**config.mk**
```make
export PLATFORM = sky130hd
export DESIGN_NAME = systolic_feed_ctrl_flat
export DESIGN_NICKNAME = d
export VERILOG_FILES = /design/src/rtl/systolic_feed_ctrl_if.sv /design/src/rtl/systolic_feed_ctrl.sv /design/src/flat_wrapper.sv
export SDC_FILE = /design/constraint.sdc
export NUM_CORES = 1
export LEC_CHECK = 0
export BUFFER_PORTS_ARGS = -buffer_cell sky130_fd_sc_hd__buf_2
export CAP_MARGIN = 40
export CORE_ASPECT_RATIO = 1.4
export CORE_MARGIN = 2
export CORE_UTILIZATION = 43
export DETAILED_ROUTE_END_ITERATION = 8
export PLACE_DENSITY_LB_ADDON = 0.08
export SETUP_SLACK_MARGIN = 0.2
export SYNTH_ARGS = -nofsm -noshare
export SYNTH_HDL_FRONTEND = slang
export SYNTH_SLANG_ARGS = --single-unit
```
**constraint.sdc**
```tcl
create_clock -name in_clk -period 2.35 [get_ports in_clk]
set_input_delay 0.235 -clock in_clk [delete_from_list [all_inputs] [get_ports in_clk]]
set_output_delay 0.235 -clock in_clk [all_outputs]
set_load 0.02 [all_outputs]
```
**src/rtl/systolic_feed_ctrl_if.sv**
```systemverilog
// -----------------------------------------------------------------------------
// systolic_feed_ctrl_if
// Input vector stream into the systolic feed controller.
//
// Signals:
//   in_vec_valid   producer offers a vector this cycle
//   out_vec_ready  controller can take a vector this cycle
//   in_vec_data    ROW bytes; byte r (bits [r*8 +: 8]) is meant for lane r
//
// Handshake: a beat transfers on a rising clock edge where in_vec_valid and
// out_vec_ready are both 1. Once valid is raised the producer holds valid and
// data stable until that transfer; ready never depends on valid.
//
// Modports:
//   master  producer side (drives valid/data, observes ready)
//   slave   controller side (observes valid/data, drives ready)
// -----------------------------------------------------------------------------
interface systolic_feed_ctrl_if #(
    parameter int ROW = 9
) ();
    logic               in_vec_valid;
    logic               out_vec_ready;
    logic [ROW*8-1:0]   in_vec_data;

    modport master (
        output in_vec_valid,
        output in_vec_data,
        input  out_vec_ready
    );

    modport slave (
        input  in_vec_valid,
        input  in_vec_data,
        output out_vec_ready
    );
endinterface

```
**src/rtl/systolic_feed_ctrl.sv**
```systemverilog
// -----------------------------------------------------------------------------
// systolic_feed_ctrl
// Job controller for a ROW x COL systolic grid with west-side delay registers.
// Accepts N vectors over the vec stream, drives each onto the west lanes as
// {valid, byte} words for one cycle (zero bubbles otherwise), keeps the north
// partial sums at zero, then captures one south result per vector using the
// grid's last-row valid flag delayed by SOUTH_LAT. Ends with a one-cycle done
// pulse; a sticky error flag is set if results stop arriving while draining.
//
// Ports:
//   in_clk, in_rst_n   clock, asynchronous active-low reset
//   in_start           job start (sampled only in IDLE)
//   in_num_vec         vector count N, sampled with in_start
//   vec                vector stream (slave modport)
//   out_west           to grid in_west; lane r = bits [(ROW-r)*9-1 -: 9]
//   out_north          to grid in_north; always zero
//   in_last_valid      grid last-row valid flag
//   in_south           grid south output words
//   out_res_valid      one-cycle result strobe
//   out_res_data       captured result
//   out_busy           job in FEED or DRAIN
//   out_done           one-cycle job-complete pulse
//   out_err            sticky drain-timeout flag
//   out_state          current FSM state (debug)
// -----------------------------------------------------------------------------
module systolic_feed_ctrl #(
    parameter int ROW       = 9,
    parameter int COL       = 1,
    parameter int SOUTH_LAT = 1,
    parameter int TIMEOUT   = 64
) (
    input  logic                 in_clk,
    input  logic                 in_rst_n,
    input  logic                 in_start,
    input  logic [7:0]           in_num_vec,
    systolic_feed_ctrl_if.slave  vec,
    output logic [ROW*9-1:0]     out_west,
    output logic [COL*32-1:0]    out_north,
    input  logic                 in_last_valid,
    input  logic [COL*32-1:0]    in_south,
    output logic                 out_res_valid,
    output logic [COL*32-1:0]    out_res_data,
    output logic                 out_busy,
    output logic                 out_done,
    output logic                 out_err,
    output logic [1:0]           out_state
);

    localparam int WD_W = $clog2(TIMEOUT + 1);

    typedef enum logic [1:0] {
        IDLE  = 2'd0,
        FEED  = 2'd1,
        DRAIN = 2'd2,
        DONE  = 2'd3
    } state_t;

    state_t          state;
    logic [7:0]      num_vec;
    logic [7:0]      acc_cnt;
    logic [7:0]      res_cnt;
    logic [WD_W-1:0] wd;
    logic            vtap;
    logic            xfer;
    logic            capture;

    assign out_north     = '0;
    assign out_state     = state;
    assign vec.out_vec_ready = (state == FEED);
    assign xfer          = vec.in_vec_valid && (state == FEED);
    // Valid flags seen outside a job are left over from earlier grid contents.
    assign capture       = vtap && (state == FEED || state == DRAIN);

    // Align the last-row valid flag with the south word it qualifies.
    generate
        if (SOUTH_LAT == 0) begin : g_no_delay
            assign vtap = in_last_valid;
        end else begin : g_delay
            logic [SOUTH_LAT-1:0] sr;
            always_ff @(posedge in_clk or negedge in_rst_n) begin
                if (!in_rst_n) begin
                    sr <= '0;
                end else begin
                    sr <= (sr << 1) | SOUTH_LAT'(in_last_valid);
                end
            end
            assign vtap = sr[SOUTH_LAT-1];
        end
    endgenerate

    always_ff @(posedge in_clk or negedge in_rst_n) begin
        if (!in_rst_n) begin
            state         <= IDLE;
            num_vec       <= '0;
            acc_cnt       <= '0;
            res_cnt       <= '0;
            wd            <= '0;
            out_west      <= '0;
            out_res_valid <= 1'b0;
            out_res_data  <= '0;
            out_busy      <= 1'b0;
            out_done      <= 1'b0;
            out_err       <= 1'b0;
        end else begin
            // West lanes carry a vector for exactly one cycle after its
            // transfer; every other cycle is an all-zero bubble.
            out_west <= '0;
            if (xfer) begin
                for (int r = 0; r < ROW; r++) begin
                    out_west[(ROW-r)*9-1 -: 9] <= {1'b1, vec.in_vec_data[r*8 +: 8]};
                end
            end

            out_res_valid <= 1'b0;
            if (capture) begin
                out_res_data  <= in_south;
                out_res_valid <= 1'b1;
                res_cnt       <= res_cnt + 8'd1;
            end

            out_done <= 1'b0;

            case (state)
                IDLE: begin
                    if (in_start) begin
                        num_vec <= in_num_vec;
                        acc_cnt <= '0;
                        res_cnt <= '0;
                        wd      <= '0;
                        out_err <= 1'b0;
                        if (in_num_vec != 8'd0) begin
                            state    <= FEED;
                            out_busy <= 1'b1;
                        end else begin
                            state    <= DONE;
                            out_done <= 1'b1;
                        end
                    end
                end
                FEED: begin
                    if (xfer) begin
                        acc_cnt <= acc_cnt + 8'd1;
                        if (acc_cnt + 8'd1 == num_vec) begin
                            state <= DRAIN;
                            wd    <= '0;
                        end
                    end
                end
                DRAIN: begin
                    if (capture) begin
                        wd <= '0;
                        // Last result: done pulse lines up with its strobe.
                        if (res_cnt + 8'd1 == num_vec) begin
                            state    <= DONE;
                            out_done <= 1'b1;
                            out_busy <= 1'b0;
                        end
                    end else if (wd == WD_W'(TIMEOUT - 1)) begin
                        out_err  <= 1'b1;
                        state    <= DONE;
                        out_done <= 1'b1;
                        out_busy <= 1'b0;
                    end else begin
                        wd <= wd + 1'b1;
                    end
                end
                DONE: begin
                    state <= IDLE;
                end
                default: begin
                    state <= IDLE;
                end
            endcase
        end
    end

endmodule

```
**src/flat_wrapper.sv**
```systemverilog
// flat-port wrapper written by rule: the top's interface ports become plain ports
module systolic_feed_ctrl_flat 
#(
    parameter int ROW       = 9,
    parameter int COL       = 1,
    parameter int SOUTH_LAT = 1,
    parameter int TIMEOUT   = 64
)
  (in_clk, in_rst_n, in_start, in_num_vec, out_west, out_north, in_last_valid, in_south, out_res_valid, out_res_data, out_busy, out_done, out_err, out_state, vec_in_vec_valid, vec_in_vec_data, vec_out_vec_ready);
  systolic_feed_ctrl_if #(.ROW(ROW)) vec_i ();
  input  logic in_clk;
  input  logic in_rst_n;
  input  logic in_start;
  input  logic [7:0] in_num_vec;
  output logic [ROW*9-1:0] out_west;
  output logic [COL*32-1:0] out_north;
  input  logic in_last_valid;
  input  logic [COL*32-1:0] in_south;
  output logic out_res_valid;
  output logic [COL*32-1:0] out_res_data;
  output logic out_busy;
  output logic out_done;
  output logic out_err;
  output logic [1:0] out_state;
  input wire logic [$bits(vec_i.in_vec_valid)-1:0] vec_in_vec_valid;
  input wire logic [$bits(vec_i.in_vec_data)-1:0] vec_in_vec_data;
  output wire logic [$bits(vec_i.out_vec_ready)-1:0] vec_out_vec_ready;
  assign vec_i.in_vec_valid = vec_in_vec_valid;
  assign vec_i.in_vec_data = vec_in_vec_data;
  assign vec_out_vec_ready = vec_i.out_vec_ready;
  systolic_feed_ctrl #(.ROW(ROW), .COL(COL), .SOUTH_LAT(SOUTH_LAT), .TIMEOUT(TIMEOUT)) u_core (.in_clk(in_clk), .in_rst_n(in_rst_n), .in_start(in_start), .in_num_vec(in_num_vec), .vec(vec_i), .out_west(out_west), .out_north(out_north), .in_last_valid(in_last_valid), .in_south(in_south), .out_res_valid(out_res_valid), .out_res_data(out_res_data), .out_busy(out_busy), .out_done(out_done), .out_err(out_err), .out_state(out_state));
endmodule
```
==> results.toml, run 1 <==
[sta]
worstMarginPinSlew_ps = 634
finClkSkew_ps = 7.17
finalCritPeriodShare_pct = 96.2
hold_violations = 0
grt_setup_unrepaired = "true"
period_needed_ps = 2260
timing.fmax_mhz = 442
maxSlewViolCount = 0
setup_tns_ps = 0
slew_headroom_pct = 57.3
setup_violations = 0

[finish]
antenna_cells = 0
utilization_pct = 57.9
nets = 988
fin_area_mm2 = 0.00832
drive_above_1_share_pct = 35.7
syn_to_final_growth_pct = 32.1

[detailed_routing]
drt_pass1_iterations = 4
vias = 5142
drt-total-wl_um = 16300
antenna_left = 0
drt_first_iter_violations = 197
vias_per_cell = 4.83
wl_per_cell_um = 15.3
drc = 0

[clock_tree]
ctsRootBufferMaster = "clkbuf_16"
cts_tree = "yes"
clock_latency_ps = 420
path_clk_slew_ps = 60
cts_buffer_depth = 2
cts.sinks = 143
cts_buffers = 17
htreeDepth = 4

[critical_path]
critPathKind = "flop to flop"
worstReg2RegEnd = "u_core.wd[1]$_DFFE_PN0P_"
arrival_ps = 2590
critPathCaptureType = "flop"
crit_required_ps = 2670
startpoint = "u_core.acc_cnt[1]$_DFFE_PN0P_"
critPathCapture = "u_core.wd[1]$_DFFE_PN0P_"
reg2reg_depth = 7
path_max_fanout = 7
r2r-start = "u_core.acc_cnt[1]$_DFFE_PN0P_"
r2r_slack_ps = 90
startpoint_type = "flop"

[yosys]
synth_edf_count = 0
synthCells = 606
yosysTopAreaCell = "dfrtp_1"
avgSynthCellArea_um2 = 10.4
ys_seq_area_share_pct = 56.8
netlist.area_leader.share_pct = 56.8
synth_area_mm2 = 0.00630
async_reset_ff_share_pct = 100
synth.distinct_cells = 56
ys_seq_elements = 143
ys_warn_count = 0
synth_ff_type = "dfrtp_1"
synthTopCellsByCount = "dfrtp_1 (143), nand2_1 (138), and3_1 (75)"
synth_most_common_cell = "dfrtp_1"
synthTopCellsByArea = "dfrtp_1 (57%), nand2_1 (8.2%), and3_1 (7.4%), buf_4 (5.1%), xnor2_1 (2.9%)"

[pwr]
max-vdd-ir-drop_uv = 551
p_leak_nw = 4.77
cellPowerDensity_mw_per_mm2 = 1150

[min_path]
hold_class = "input port to flop"
min_from = "in_south[13]"

[floorplan]
start_util_pct = 43.8
die_w_um = 106
rows = 52
dieArea_mm2 = 0.0156
die_height_um = 147
coreArea_mm2 = 0.0144
ioPinCount = 269

[global_routing]
grt_overflow_total = 0
grt_max_degree = 80
grt_usage_pct = 21.7
grt_pass1_wl_um = 26400
grt_pass1_vias = 5403
antenna_found_initial = 0

[status]
status = "completed"

[placed_design]
post-dp-hpwl_um = 11600
dpl_cell_area_mm2 = 0.00753
portBuffers = 236
gp_congestion = 0.776

[job]
drv_cap = 0
kinds of logic (layout without fill, tap and decap cells):
family          count (synthesis)  after routing  share of synthesized area [%]
fa+ha+maj                       7              7                           1.39
mux                             5              5                          0.814
other cells                     1             32                         0.0595
buf+inv                        89            327                           8.78
simple gates                  272            272                           20.6
compound gates                 60             60                           7.25
xor+xnor                       29             29                           4.25
flops                         143            143                           56.8
power breakdown:
part | total (W) | internal, W | leakage (nW) | switching (W)
clock network | 0.00236 | 0.00135 | 0.250 | 0.00101
logic | 0.00376 | 0.00135 | 2.64 | 0.00241
registers | 0.00346 | 0.00309 | 1.89 | 0.000374
total | 0.00959 | 0.00579 | 4.77 | 0.00380
worst min-delay path by stage:
stage | endpoint | slack, ps | cells past startpoint
floorplan | u_core.acc_cnt[0]$_DFFE_PN0P_ | -60 | 0
global placement | u_core.num_vec[7]$_DFFE_PN0P_ | 210 | 1
detailed placement | u_core.num_vec[5]$_DFFE_PN0P_ | 220 | 1
CTS | u_core.out_res_data[2]$_DFFE_PN0P_ | 1 | 3
global route | u_core.out_res_data[13]$_DFFE_PN0P_ | 5 | 3
finish | u_core.out_res_data[13]$_DFFE_PN0P_ | 20 | 3
layout make-up:
class                   instances  area (um^2)
repair buffers                285         1630
well taps                     189          236
clock buffers                  19          443
multi-input cells             405         2320
fillers                      1305         6060
clock inverters                11         70.1
inverters                      12         45.0
flip-flops and latches        143         3580
stage by stage:
| stage | total power (W) | cells | setup WS (ps) | hold slack (ps) |
|---|---|---|---|---|
| floorplan | 0.00608 | 637 | 77.6 | -60.6 |
| global placement | 0.00712 | 1006 | 102 | 213 |
| detailed placement | 0.00720 | 1006 | 48.0 | 222 |
| CTS | 0.00966 | 1062 | 98.7 | 1.15 |
| global route | 0.0102 | 1064 | -12.7 | 5.03 |
| finish | 0.00959 | 1064 | 88.4 | 18.3 |
what timing repair did:
| action | in CTS | in global routing |
|---|---|---|
| endpoints found under the hold margin | 71 | 0 |
| endpoints found under the setup margin | 9 | 9 |
| resized for setup | 1 | 5 |
| hold buffers | 22 | 0 |
| pin swaps | 7 | 1 |
| buffers inserted | 4 | 2 |
critical path: stages (launching register included):
cell and delay, ps:
dfrtp_1 390, ha_4 150, nand3_2 70, or3_4 380
a2111oi_4 370, o2111ai_4 230, a211o_1 380, o32ai_2 190
state kept, by name, indices dropped and copies added, names as in the netlist:
signal,cells
u_core.acc_cnt,8
u_core.g_delay.sr,1
u_core.num_vec,8
u_core.out_busy,1
u_core.out_done,1
u_core.out_err,1
u_core.out_res_data,32
u_core.out_res_valid,1
u_core.out_state,2
u_core.out_west,73
u_core.res_cnt,8
u_core.wd,7
cells in the final DEF, fill, tap and decap left out, types with 2 or more instances in the layout:
cell	n
a211oi_1	3
a21o_1	3
a21oi_1	7
a22o_1	5
a31oi_1	4
and3_1	75
buf_2	235
buf_4	25
buf_6	2
clkbuf_16	17
clkinv_2	6
clkinvlp_4	3
conb_1	32
dfrtp_1	139
dfrtp_2	4
dlygate4sd3_1	22
ha_1	5
inv_1	12
mux2i_1	4
nand2_1	138
nand2b_1	5
nand3_1	8
nand4_1	7
nor2_1	20
nor3_1	6
nor4_1	2
o21a_1	2
o21ai_0	14
o22a_1	2
o22ai_1	3
or3_1	3
xnor2_1	21
xor2_1	7
per-layer routing:
| metal | track usage, % | up-vias | part of all wire [%] |
|---|---|---|---|
| met5 | 0 | - | 0 |
| met4 | 10.3 | 0 | 2.7 |
| met3 | 7.01 | 30 | 7.1 |
| met2 | 38.3 | 191 | 53 |
| met1 | 23.3 | 2462 | 37 |
| li1 | - | 2459 | - |
No activity file was read; power rests on OpenSTA's default activity.
==> inputs of run 2 (changes only) <==
--- a/config.mk
+++ b/config.mk
@@ -9,7 +9,8 @@
 export CAP_MARGIN = 40
 export CORE_ASPECT_RATIO = 1.4
 export CORE_MARGIN = 2
-export CORE_UTILIZATION = 43
+export CORE_UTILIZATION = 45
+export CTS_BUF_LIST = sky130_fd_sc_hd__clkbuf_4
 export DETAILED_ROUTE_END_ITERATION = 8
 export PLACE_DENSITY_LB_ADDON = 0.08
 export SETUP_SLACK_MARGIN = 0.2
==> results.toml, run 2 (synthesis gave the netlist of run 1 again) <==
[status]
status = "completed"

[floorplan]
coreArea_mm2 = 0.0138
die_w_um = 104
dieArea_mm2 = 0.0150
rows = 51
start_util_pct = 45.7
die_height_um = 144
ioPinCount = 269

[pwr]
cellPowerDensity_mw_per_mm2 = 998
intPower_w = 0.00515
sw_frac_of_total_pct = 43.2
max-vdd-ir-drop_uv = 508
power.switching_w = 0.00391
combPwrFrac_pct = 44.4
seq_power_share_pct = 37.7
clock_power_share_pct = 17.9
p_leak_nw = 5.09

[global_routing]
grt_pass1_wl_um = 28000
grt_overflow_total = 0
grt_max_degree = 80
grt_pass1_vias = 5791
antenna_found_initial = 1
grt_usage_pct = 23.4

[critical_path]
arrival_ps = 2780
startpoint_type = "flop"
critPathSlowestCell = "dfrtp_1"
critPathKind = "flop to flop"
path_max_fanout = 7
path_cells = "ha_4, nand3_4, or3_4, a2111oi_4, o2111ai_4, a211o_1, o32ai_2"
max_stage_delay_ps = 420
critPathCaptureType = "flop"
crit_required_ps = 2810

[sta]
timing.fmax_mhz = 430
setup_violations = 0
period_needed_ps = 2330
setup_tns_ps = 0
finClkSkew_ps = 31.8
maxSlewViolCount = 0
grt_setup_unrepaired = "true"
final.setup.worst_slack_ps = 25.0
slew_headroom_pct = 57.7
finalCritPeriodShare_pct = 98.9
worstMarginPinSlew_ps = 635
hold_violations = 0

[finish]
utilization_pct = 65.9
largest_reg_flops = 73
most-common-layout-cells = "buf_2 (235), dfrtp_1 (140), nand2_1 (138), dlygate4sd3_1 (114), and3_1 (75)"
layout_commonest_cell = "buf_2"
largestRegisters = "u_core.out_west x73, u_core.out_res_data x32"
stdcell_count = 1159
fin_area_mm2 = 0.00909
fill_cells = 1108
syn_to_final_growth_pct = 44.3
nets = 1083
seq_area_mm2 = 0.00358
drive_above_1_share_pct = 32.8
multi_input_area_mm2 = 0.00236
regMostFlops = "u_core.out_west"

[clock_tree]
cts_tree = "yes"
clock_latency_ps = 530
path_clk_slew_ps = 160
htreeDepth = 4
cts_buffers = 17
ctsRootBufferMaster = "clkbuf_4"
cts.sinks = 143
cts_buffer_depth = 2

[placed_design]
portBuffers = 236
post-dp-hpwl_um = 11300
dp_slack_ps = -62.8
place_inst = 1003
gp_congestion = 0.844
dpl_cell_area_mm2 = 0.00753

[min_path]
hold_class = "input port to flop"

[detailed_routing]
vias_per_cell = 4.86
drt_pass1_iterations = 4
wl_per_cell_um = 15.5
vias = 5636
drt-total-wl_um = 18000
antenna_left = 0
drt_first_iter_violations = 269
drc = 0

[job]
drv_cap = 0
## run 2: cell count changes in the layout (fill, tap and decap cells not counted), sizes merged
cell	previous run	this run
buf	263	266
inv	13	21
bufinv	0	1
clkbuf	19	17
clkinvlp	3	1
diode	0	2
clkinv	7	4
dlygate4sd3	22	114
## run 2: path summary, 6_finish.rpt
check | end | from | slack [ps] | depth (start not counted)
max in group asynchronous | u_core.out_west[19]$_DFF_PN0_ | in_rst_n | 1350 | 3
worst max-delay path | u_core.wd[1]$_DFFE_PN0P_ | u_core.acc_cnt[1]$_DFFE_PN0P_ | 20 | 7
min in group asynchronous | u_core.out_west[6]$_DFF_PN0_ | in_rst_n | 220 | 2
worst min register to register | u_core.out_res_data[27]$_DFFE_PN0P_ | u_core.out_res_data[27]$_DFFE_PN0P_ | 480 | 2
worst min-delay path | u_core.out_err$_DFFE_PN0P_ | in_start | 140 | 3
worst max register to register | u_core.wd[1]$_DFFE_PN0P_ | u_core.acc_cnt[1]$_DFFE_PN0P_ | 20 | 7
## run 2: repair_timing
action                     4_1_cts  5_1_grt
hold endpoints to repair       160        0
setup endpoints to repair        9        9
buffers inserted                 3        5
gates cloned                     0        0
resized for setup                2        9
pin swaps                        3        1
hold buffers                   114        0
## run 2: through the flow
| step | hold slack, ps | total power [W] |
|---|---|---|
| floorplan | -60.6 | 0.00608 |
| global placement | 210 | 0.00712 |
| detailed placement | 218 | 0.00722 |
| CTS | 84.8 | 0.00903 |
| global route | 130 | 0.00966 |
| finish | 136 | 0.00907 |
## run 2: layout make-up
class	instances	share of cell area (%)
Sequential cell	143	39.4
Timing Repair Buffer	380	28.3
Multi-Input combinational cell	405	25.9
Tap cell	185	2.55
Clock inverter	15	1.84
Clock buffer	17	1.40
Inverter	12	0.496
Antenna cell	2	0.0551
## run 2: routing by layer
metal | wire length, um | vias up | share of wire (%) | global-route usage, %
li1 | - | 2667 | - | -
met1 | 6800 | 2719 | 38 | 26.4
met2 | 9590 | 209 | 53 | 42.6
met3 | 1120 | 41 | 6.2 | 6.04
met4 | 488 | 0 | 2.7 | 9.39
met5 | 0 | - | 0 | 0
## run 2: worst max-delay path, delay by kind of cell, from the launching register on
family | cells | cell delay (ps)
DFF | 1 | 420
adders and majority gates | 1 | 170
AOI/OAI and AO/OA | 4 | 1240
and+or+nand+nor | 2 | 450
## run 2: power by group through the flow
stage	logic (W)	registers [W]	clock network, W
floorplan	0.00199	0.00409	0
global placement	0.00367	0.00345	0
detailed placement	0.00375	0.00347	0
CTS	0.00393	0.00342	0.00168
global route	0.00439	0.00350	0.00177
finish	0.00403	0.00342	0.00162
==> inputs of run 3 (changes only) <==
--- a/config.mk
+++ b/config.mk
@@ -5,11 +5,12 @@
 export SDC_FILE = /design/constraint.sdc
 export NUM_CORES = 1
 export LEC_CHECK = 0
+export ABC_AREA = 1
 export BUFFER_PORTS_ARGS = -buffer_cell sky130_fd_sc_hd__buf_2
 export CAP_MARGIN = 40
 export CORE_ASPECT_RATIO = 1.4
 export CORE_MARGIN = 2
-export CORE_UTILIZATION = 45
+export CORE_UTILIZATION = 53
 export CTS_BUF_LIST = sky130_fd_sc_hd__clkbuf_4
 export DETAILED_ROUTE_END_ITERATION = 8
 export PLACE_DENSITY_LB_ADDON = 0.08
==> constraint.sdc (replaced) <==
create_clock -name in_clk -period 3 [get_ports in_clk]
set_input_delay 0.3 -clock in_clk [delete_from_list [all_inputs] [get_ports in_clk]]
set_output_delay 0.3 -clock in_clk [all_outputs]
set_load 0.02 [all_outputs]
==> results.toml, run 3 <==
[sta]
hold_violations = 0
period_needed_ps = 2200
worstMarginPinSlew_ps = 744
setup_violations = 0
grt_setup_unrepaired = "false"
finalCritPeriodShare_pct = 73.4
finClkSkew_ps = 20.7
setup_tns_ps = 0
timing.fmax_mhz = 454
slew_headroom_pct = 50.4
maxSlewViolCount = 0

[pwr]
p_leak_nw = 5.31
combPwrFrac_pct = 43.9
sw_frac_of_total_pct = 45.1
max-vdd-ir-drop_uv = 375
power_w = 0.00714
power.switching_w = 0.00322
seq_power_share_pct = 39.8
cellPowerDensity_mw_per_mm2 = 802
intPower_w = 0.00392
clock_power_share_pct = 16.2

[yosys]
synth_edf_count = 0
async_reset_ff_share_pct = 100
synthTopCellsByArea = "dfrtp_1 (56%), nand2_1 (12%), inv_1 (7.9%), nor2_1 (5.5%), buf_4 (4.7%)"
netlist.area_leader.share_pct = 56.0
ys_warn_count = 0
avgSynthCellArea_um2 = 8.37
synth.distinct_cells = 29
synth_most_common_cell = "nand2_1"
synthCells = 763
yosysTopAreaCell = "dfrtp_1"
ys_seq_elements = 143
synthTopCellsByCount = "nand2_1 (202), dfrtp_1 (143), inv_1 (134)"
synth_ff_type = "dfrtp_1"
ys_seq_area_share_pct = 56.0
synth_area_mm2 = 0.00639

[critical_path]
reg2reg_depth = 7
path_max_fanout = 22
critPathKind = "flop to flop"
arrival_ps = 2620
r2r-start = "u_core.out_state[0]$_DFFE_PN0P_"
startpoint_type = "flop"
critPathCaptureType = "flop"
crit_required_ps = 3420
r2r_slack_ps = 800
startpoint = "u_core.out_state[0]$_DFFE_PN0P_"
worstReg2RegEnd = "u_core.acc_cnt[3]$_DFFE_PN0P_"

[job]
drv_cap = 0

[global_routing]
grt_pass1_wl_um = 30200
grt_overflow_total = 0
grt_max_degree = 74
antenna_found_initial = 1
grt_usage_pct = 29.6
grt_pass1_vias = 6198

[floorplan]
coreArea_mm2 = 0.0118
rows = 47
die_height_um = 134
start_util_pct = 54.0
die_w_um = 96.8
dieArea_mm2 = 0.0130
ioPinCount = 269

[clock_tree]
path_clk_slew_ps = 120
cts_resized = 0
ctsRootBufferMaster = "clkbuf_4"
cts_buffers = 17
clock_latency_ps = 510
ctsHoldBuffers = 108
post-cts-setup-buffers = 0
cts_tree = "yes"
htreeDepth = 4
cts_buffer_depth = 2
cts.sinks = 143

[finish]
most-common-layout-cells = "buf_2 (235), nand2_1 (201), dfrtp_1 (143), inv_1 (134), dlygate4sd3_1 (108)"
nets = 1228
drive_above_1_share_pct = 27.5
largest_reg_flops = 73
syn_to_final_growth_pct = 39.4
largestRegisters = "u_core.out_west x73, u_core.out_res_data x32"
layout_commonest_cell = "buf_2"
regMostFlops = "u_core.out_west"

[detailed_routing]
vias = 5961
drt_first_iter_violations = 269
wl_per_cell_um = 15.1
drc = 0
drt-total-wl_um = 19100
antenna_left = 0
drt_pass1_iterations = 5
vias_per_cell = 4.71

[status]
status = "completed"

[placed_design]
portBuffers = 236
gp_congestion = 0.870
post-dp-hpwl_um = 12300

[min_path]
holdPathStages = 3
hold_class = "input port to flop"
min_from = "in_num_vec[7]"
min_to = "u_core.num_vec[7]$_DFFE_PN0P_"
run 3: per-stage QoR:
stage | instances | util [%] | instance area [um^2] | setup WS (ps) | hold WS, ps
3_5_place_dp | 1124 | 63.9 | 7550 | 855 | 300
5_1_grt | 1265 | 75.3 | 8900 | 554 | 30.6
3_3_place_gp | 1124 | 63.9 | 7550 | 948 | 303
6_report | 1265 | 75.3 | 8900 | 798 | 87.0
4_1_cts | 1264 | 75.3 | 8900 | 816 | 25.4
2_1_floorplan | 794 | - | 6500 | 1020 | 4.41
run 3: critical path, cell delays in order (launching register included):
cell,delay [ps]
dfrtp_1,430
inv_1,80
ha_1,250
nand2_1,480
inv_1,250
a21oi_1,300
inv_1,160
o21ai_0,170
run 3: area by class of cell:
cell class                      count  area, um^2
Clock buffer                       18         135
Clock inverter                     14         128
Tap cell                          147         184
Antenna cell                        1        2.50
Multi-Input combinational cell    455        2030
Sequential cell                   143        3580
Inverter                          137         514
Fill cell                         833        2920
Timing Repair Buffer              350        2330
run 3: kinds of logic after synthesis:
group | share of synthesized area, %
AOI/OAI and AO/OA | 4.25
and+or+nand+nor | 24.2
xor gates and xnor gates | 0.137
buffers and inverters | 14.0
adders and majority gates | 1.37
DFF | 56.0
other | 0.0587
run 3: worst max-delay path by stage:
stage,to,slack (ps)
after floorplan,u_core.wd[3]$_DFFE_PN0P_,1020
after global placement,u_core.acc_cnt[3]$_DFFE_PN0P_,950
after detailed placement,u_core.acc_cnt[5]$_DFFE_PN0P_,850
after CTS,u_core.acc_cnt[3]$_DFFE_PN0P_,820
after global routing,u_core.acc_cnt[7]$_DFFE_PN0P_,550
final,u_core.acc_cnt[3]$_DFFE_PN0P_,800
run 3: metal layers:
layer / routed length (um) / up-vias / global-route usage (%)
met5: 0 / - / 0
met1: 6920 / 2804 / 31.8
met3: 1610 / 46 / 11.3
met4: 609 / 0 / 12.2
li1: - / 2886 / -
met2: 9970 / 225 / 52.4
run 3: power by group through the flow:
stage	clock network, W	registers [W]	logic (W)
4_1_cts	0.00120	0.00283	0.00312
5_1_grt	0.00127	0.00291	0.00345
3_3_place_gp	0	0.00285	0.00297
2_1_floorplan	0	0.00330	0.00162
6_report	0.00116	0.00284	0.00314
3_5_place_dp	0	0.00286	0.00300
